File: src/rtl/wb_pkg.sv
// Shared Wishbone bus definitions: bus widths, default address map, null-slave index
// and the router FSM state type.
package wb_pkg;

    localparam int unsigned WB_AW = 32;
    localparam int unsigned WB_DW = 32;
    localparam int unsigned WB_SW = WB_DW / 8;

    // Default address map: memory at 0x0xxx_xxxx, uart at 0x1xxx_xxxx
    localparam logic [WB_AW-1:0] MEM_BASE  = 32'h0000_0000;
    localparam logic [WB_AW-1:0] MEM_MASK  = 32'hF000_0000;
    localparam logic [WB_AW-1:0] UART_BASE = 32'h1000_0000;
    localparam logic [WB_AW-1:0] UART_MASK = 32'hF000_0000;

    // Slave index width covers up to 8 real slaves plus the null slave
    localparam int unsigned      SLV_W    = 4;
    localparam logic [SLV_W-1:0] NULL_SLV = 4'd8;

    typedef enum logic [1:0] {
        StIdle,
        StBusy,
        StAbort
    } state_e;

endpackage

File: src/rtl/wb_addr_match.sv
// Combinational address decoder: priority-resolved one-hot hit vector and encoded
// destination index. Lowest-index match wins; no match yields NULL_SLV.
module wb_addr_match
    import wb_pkg::*;
#(
    parameter int unsigned           NSLAVES    = 2,
    parameter int unsigned           AW         = WB_AW,
    parameter logic [NSLAVES*AW-1:0] SLAVE_BASE = {UART_BASE, MEM_BASE},
    parameter logic [NSLAVES*AW-1:0] SLAVE_MASK = {UART_MASK, MEM_MASK}
) (
    input  logic [AW-1:0]      addr,
    output logic [NSLAVES-1:0] hit,
    output logic [SLV_W-1:0]   dest
);

    logic [NSLAVES-1:0] raw_hit;

    // Raw compare per slave, then keep only the lowest set bit and encode it
    always_comb begin
        for (int k = 0; k < int'(NSLAVES); k++) begin
            raw_hit[k] = (addr & SLAVE_MASK[k*AW +: AW]) == SLAVE_BASE[k*AW +: AW];
        end
        hit  = raw_hit & (~raw_hit + NSLAVES'(1));
        dest = NULL_SLV;
        for (int k = int'(NSLAVES) - 1; k >= 0; k--) begin
            if (raw_hit[k]) begin
                dest = SLV_W'(k);
            end
        end
    end

endmodule

File: src/rtl/wb_bus_decoder.sv
// Pipelined Wishbone B4 router, one master to NSLAVES slaves. Requests pass through
// combinationally; responses are registered. Unmapped addresses and silent slaves
// are answered with an error.
module wb_bus_decoder
    import wb_pkg::*;
#(
    parameter int unsigned           NSLAVES    = 2,
    parameter int unsigned           AW         = WB_AW,
    parameter int unsigned           DW         = WB_DW,
    parameter logic [NSLAVES*AW-1:0] SLAVE_BASE = {UART_BASE, MEM_BASE},
    parameter logic [NSLAVES*AW-1:0] SLAVE_MASK = {UART_MASK, MEM_MASK},
    parameter int unsigned           MAX_OUTST  = 4,
    parameter int unsigned           TIMEOUT    = 255
) (
    input  logic                  i_clk,
    input  logic                  i_reset_n,
    input  logic                  i_wb_cyc,
    input  logic                  i_wb_stb,
    input  logic                  i_wb_we,
    input  logic [AW-1:0]         i_wb_addr,
    input  logic [DW-1:0]         i_wb_data,
    input  logic [DW/8-1:0]       i_wb_sel,
    output logic                  o_wb_stall,
    output logic                  o_wb_ack,
    output logic                  o_wb_err,
    output logic [DW-1:0]         o_wb_data,
    output logic [NSLAVES-1:0]    o_s_cyc,
    output logic [NSLAVES-1:0]    o_s_stb,
    output logic                  o_s_we,
    output logic [AW-1:0]         o_s_addr,
    output logic [DW-1:0]         o_s_data,
    output logic [DW/8-1:0]       o_s_sel,
    input  logic [NSLAVES-1:0]    i_s_stall,
    input  logic [NSLAVES-1:0]    i_s_ack,
    input  logic [NSLAVES-1:0]    i_s_err,
    input  logic [NSLAVES*DW-1:0] i_s_data
);

    localparam int unsigned OW = $clog2(MAX_OUTST + 1);
    localparam int unsigned TW = $clog2(TIMEOUT + 1);

    state_e           state_q;
    logic [OW-1:0]    outst_q;
    logic [TW-1:0]    tmo_cnt_q;
    logic [SLV_W-1:0] cur_slv_q;
    logic             ack_q;
    logic             err_q;
    logic [DW-1:0]    data_q;

    logic [NSLAVES-1:0] hit;
    logic [SLV_W-1:0]   dest;
    logic               dest_stall;
    logic               cur_ack;
    logic               cur_err;
    logic [DW-1:0]      cur_data;
    logic               block;
    logic               stall;
    logic               accept;
    logic               real_accept;
    logic               null_accept;
    logic               resp;
    logic [OW-1:0]      outst_nxt;

    wb_addr_match #(
        .NSLAVES    (NSLAVES),
        .AW         (AW),
        .SLAVE_BASE (SLAVE_BASE),
        .SLAVE_MASK (SLAVE_MASK)
    ) u_addr_match (
        .addr (i_wb_addr),
        .hit  (hit),
        .dest (dest)
    );

    // Request-side decode: stall, accept, and the response coming back from cur_slv
    always_comb begin
        dest_stall = 1'b0;
        cur_ack    = 1'b0;
        cur_err    = 1'b0;
        cur_data   = '0;
        for (int k = 0; k < int'(NSLAVES); k++) begin
            if (dest == SLV_W'(k)) begin
                dest_stall = i_s_stall[k];
            end
            if (cur_slv_q == SLV_W'(k)) begin
                cur_ack  = i_s_ack[k];
                cur_err  = i_s_err[k];
                cur_data = i_s_data[k*DW +: DW];
            end
        end
        // Only one slave may have requests in flight, so switching waits for drain
        block = (outst_q == OW'(MAX_OUTST))
              | ((outst_q != '0) & (dest != cur_slv_q))
              | (state_q == StAbort);
        stall       = block | dest_stall;
        accept      = i_wb_cyc & i_wb_stb & ~stall;
        null_accept = accept & (dest == NULL_SLV);
        real_accept = accept & (dest != NULL_SLV);
        resp        = (state_q != StAbort) & (outst_q != '0) & (cur_ack | cur_err);
        outst_nxt   = outst_q;
        if (real_accept && !resp) begin
            outst_nxt = outst_q + OW'(1);
        end else if (!real_accept && resp) begin
            outst_nxt = outst_q - OW'(1);
        end
    end

    // Slave-facing handshake; forced low while reset is asserted
    always_comb begin
        o_wb_stall = i_reset_n & stall;
        o_s_stb    = (i_reset_n & i_wb_stb & ~block) ? hit : '0;
        for (int k = 0; k < int'(NSLAVES); k++) begin
            if (state_q == StBusy) begin
                o_s_cyc[k] = (cur_slv_q == SLV_W'(k));
            end else begin
                o_s_cyc[k] = hit[k];
            end
        end
        if (!i_reset_n || !i_wb_cyc || state_q == StAbort) begin
            o_s_cyc = '0;
        end
    end

    assign o_s_we    = i_wb_we;
    assign o_s_addr  = i_wb_addr;
    assign o_s_data  = i_wb_data;
    assign o_s_sel   = i_wb_sel;
    assign o_wb_ack  = ack_q;
    assign o_wb_err  = err_q;
    assign o_wb_data = data_q;

    // FSM, outstanding counter, timeout counter and registered response
    always_ff @(posedge i_clk or negedge i_reset_n) begin
        if (!i_reset_n) begin
            state_q   <= StIdle;
            outst_q   <= '0;
            tmo_cnt_q <= '0;
            cur_slv_q <= '0;
            ack_q     <= 1'b0;
            err_q     <= 1'b0;
            data_q    <= '0;
        end else begin
            ack_q <= 1'b0;
            err_q <= 1'b0;
            if (!i_wb_cyc) begin
                // Master abandoned the cycle: forget everything in flight
                state_q   <= StIdle;
                outst_q   <= '0;
                tmo_cnt_q <= '0;
            end else if (state_q == StAbort) begin
                err_q     <= 1'b1;
                outst_q   <= '0;
                cur_slv_q <= '0;
                tmo_cnt_q <= '0;
                state_q   <= StIdle;
            end else begin
                if (accept) begin
                    cur_slv_q <= dest;
                end
                // Null slave answers at once; it never coincides with a real response
                if (null_accept) begin
                    err_q <= 1'b1;
                end else if (resp) begin
                    err_q  <= cur_err;
                    ack_q  <= cur_ack & ~cur_err;
                    data_q <= cur_data;
                end
                outst_q <= outst_nxt;
                if (accept || resp || state_q == StIdle) begin
                    tmo_cnt_q <= '0;
                end else if (tmo_cnt_q != TW'(TIMEOUT)) begin
                    tmo_cnt_q <= tmo_cnt_q + TW'(1);
                end
                if (state_q == StBusy && !accept && !resp && tmo_cnt_q == TW'(TIMEOUT)) begin
                    state_q <= StAbort;
                end else if (outst_nxt == '0) begin
                    state_q <= StIdle;
                end else begin
                    state_q <= StBusy;
                end
            end
        end
    end

endmodule

File: config.mk
export PLATFORM = sky130hd
export DESIGN_NAME = wb_bus_decoder
export DESIGN_NICKNAME = d
export VERILOG_FILES = /design/src/rtl/wb_pkg.sv /design/src/rtl/wb_addr_match.sv /design/src/rtl/wb_bus_decoder.sv
export SDC_FILE = /design/constraint.sdc
export NUM_CORES = 1
export LEC_CHECK = 0
export ABC_AREA = 1
export CORE_ASPECT_RATIO = 1.75
export CORE_MARGIN = 2
export CORE_UTILIZATION = 36
export DETAILED_ROUTE_END_ITERATION = 6
export PLACE_DENSITY_LB_ADDON = 0.08
export REMOVE_ABC_BUFFERS = 1
export SKIP_LAST_GASP = 1
export SLEW_MARGIN = 20
export SYNTH_ARGS = -nofsm -noshare
export SYNTH_HDL_FRONTEND = slang
export SYNTH_HIERARCHICAL = 1
export SYNTH_SLANG_ARGS = --single-unit
File: constraint.sdc
create_clock -name i_clk -period 2.5 [get_ports i_clk]
set_input_delay 0.625 -clock i_clk [delete_from_list [all_inputs] [get_ports i_clk]]
set_output_delay 0.625 -clock i_clk [all_outputs]
set_load 0.02 [all_outputs]
==> impl_metrics.json <==
{
  "diodes": 0,
  "endpoint_kind": "output port",
  "clkTransAtPathRegs_ns": 0.07,
  "layout-drive-gt1-share_pct": 25.6,
  "fmax_ghz": 0.408,
  "drt_iter0_markers": 99,
  "critPathRequiredTime_ns": 1.88,
  "synth_top_cell_area_share_pct": 35.3,
  "status": "finished clean",
  "grt_pass1_vias": 3128,
  "portBuffers": 120,
  "globalplace.congestion": 0.973,
  "cp_max_fo": 2,
  "arrival_ns": 1.82,
  "rows": 48,
  "fin_worst_skew_ns": 0.00611,
  "die_area_mm2": 0.0109,
  "grt_start_max_net_pins": 50,
  "num_vias": 3144,
  "fin_crit_sh_pct": 98.0,
  "dieWidth_um": 79.7,
  "cts.sinks": 51,
  "overflow": 0,
  "wl_per_cell_um": 23.4,
  "yosys_warnings": 6,
  "start_kind": "primary input",
  "ys_seq_area_share_pct": 35.3,
  "drtAntennaViolNets": 0,
  "worst_pin_slew_ns": 0.624,
  "ios": 251,
  "relSlewSlack_pct": 58.4,
  "p_leak_uw": 0.00254,
  "path_class": "primary input to output port",
  "min_period_ns": 2.45,
  "synthCells": 431,
  "cts_tree": "yes",
  "hold_path.class": "primary input to async pin",
  "synthDistinctLibCells": 32,
  "clockBufferDepth": 2,
  "start_util_pct": 36.7,
  "grtUsageTotal_pct": 28.3,
  "syn_area_per_cell_um2": 8.39,
  "cts_buffers": 5,
  "post-route-util_pct": 51.2,
  "clock_latency_ns": 0.29,
  "dp_hpwl_mm": 13.3,
  "wl_mm": 15.3,
  "drv_cap": 0,
  "mostFrequentLayoutCells": "109 x clkdlybuf4s50_1, 63 x inv_1, 53 x buf_4, 51 x dfrtp_1, 45 x nand3_1",
  "die_h_um": 137,
  "drc": 0,
  "final_hold_viol_count": 0,
  "root_buffer": "clkbuf_16",
  "grt_pass1_wl_mm": 21.3,
  "core_mm2": 0.00985,
  "nets": 677,
  "syn_area_mm2": 0.00361,
  "ir_drop_mv": 0.481,
  "finalSetupViolations": 0,
  "cts_max_level": 2,
  "synth-seq-cells": 51,
  "syn2layout_area_growth_pct": 39.4,
  "synth_area_leaders": "dfrtp_1 35%, buf_4 15%, mux2_4 12%",
  "final_common_cell": "clkdlybuf4s50_1",
  "dr.pass1.iters": 4,
  "yosysTopAreaCell": "dfrtp_1",
  "viasPerCell": 4.79,
  "power.total_uw": 4370,
  "cellPowerDensity_mw_per_mm2": 866,
  "antenna_found_initial": 0,
  "slew_viol_final": 0
}
[logic make-up (layout without fill, tap and decap cells)]
family / Yosys count / count (layout) / share of synthesized area, %
xor gates and xnor gates: 5 / 5 / 1.21
muxes: 32 / 32 / 13.0
adders and majority gates: 4 / 4 / 1.38
AOI/OAI and AO/OA: 54 / 54 / 8.00
DFF: 51 / 51 / 35.3
other: 1 / 2 / 0.104
buffers and inverters: 158 / 257 / 24.5
and+or+nand+nor: 126 / 126 / 16.5
[worst max-delay path: stages]
cell and delay [ns]:
buf_6 0.10, inv_2 0.09, nand2_4 0.06, nor2_4 0.10, inv_2 0.04, nand2_1 0.05
nand2_1 0.05, nor2_1 0.12, nand2_2 0.08, a21oi_2 0.16, nand3_2 0.09, nor2_1 0.12
buf_4 0.15
[final timing paths]
| path | startpoint | endpoint | slack, ns | depth (start not counted) |
|---|---|---|---|---|
| max | i_wb_addr[30] | o_s_stb[1] | 0.05 | 13 |
| min | i_reset_n | o_wb_err | 0.26 | 2 |
| max reg2reg | cur_slv_q[3] | state_q[0] | 0.26 | 14 |
| min reg2reg | o_wb_data[23] | o_wb_data[23] | 0.50 | 1 |
| max in group asynchronous | i_reset_n | o_wb_data[27] | 1.59 | 2 |
| min in group i_clk | o_wb_data[23] | o_wb_data[23] | 0.50 | 1 |
[per-stage QoR]
stage / setup slack, ns / cells / instance area [um^2] / setup TNS [ns] / hold WS (ns)
floorplan: -0.315 / 348 / 3010 / -9.44 / 0.329
global placement: -0.757 / 639 / 4730 / -22.55 / 0.479
detailed placement: -0.843 / 639 / 4730 / -24.48 / 0.485
CTS: -0.00179 / 654 / 4940 / -0.00179 / 0.252
global route: -0.0377 / 656 / 5040 / -0.427 / 0.257
finish: 0.0503 / 656 / 5040 / 0 / 0.259
[state kept, by name, indices dropped and copies added, names as in the netlist]
signal     flops
outst_q        3
state_q        2
tmo_cnt_q      8
cur_slv_q      4
o_wb_ack       1
o_wb_data     32
o_wb_err       1
[layer usage]
metal	vias up	wire length [um]	global-route usage (%)
met5	-	0	0
met4	0	1480	22.6
met3	42	2660	20.2
met2	210	7570	49.3
met1	1385	3630	19.6
li1	1507	-	-
[cell type report]
cell class / instances / area, um^2
clock inverter: 2 / 16.3
timing repair buffer: 175 / 1640
inverter: 74 / 285
sequential: 51 / 1280
multi-input combinational: 223 / 1530
tap: 125 / 156
clock buffer: 6 / 139
fill: 1002 / 4810
[timing repair]
item	in CTS	in global routing
setup endpoints to repair	39	25
gates resized for setup	48	27
hold buffers	0	0
setup buffers	7	2
pin swaps	9	15
hold endpoints to repair	0	0
[where the power goes]
part	internal (uW)	switching, uW
logic	1250	1200
registers	1060	151
clock network	400	307
[cell usage after synthesis, drive strengths merged]
master,count
buf,75
dfrtp,51
nor3,3
nor4,1
conb,1
nand4,6
nand3,51
ha,4
nor2,21
o21bai,1
xor2,3
xnor2,2
a31oi,1
nand2,44
o21ai,41
inv,74
mux2,32
clkbuf,9
o22ai,4
a211oi,1
a21oi,6
(Power assumes the default switching activity.)
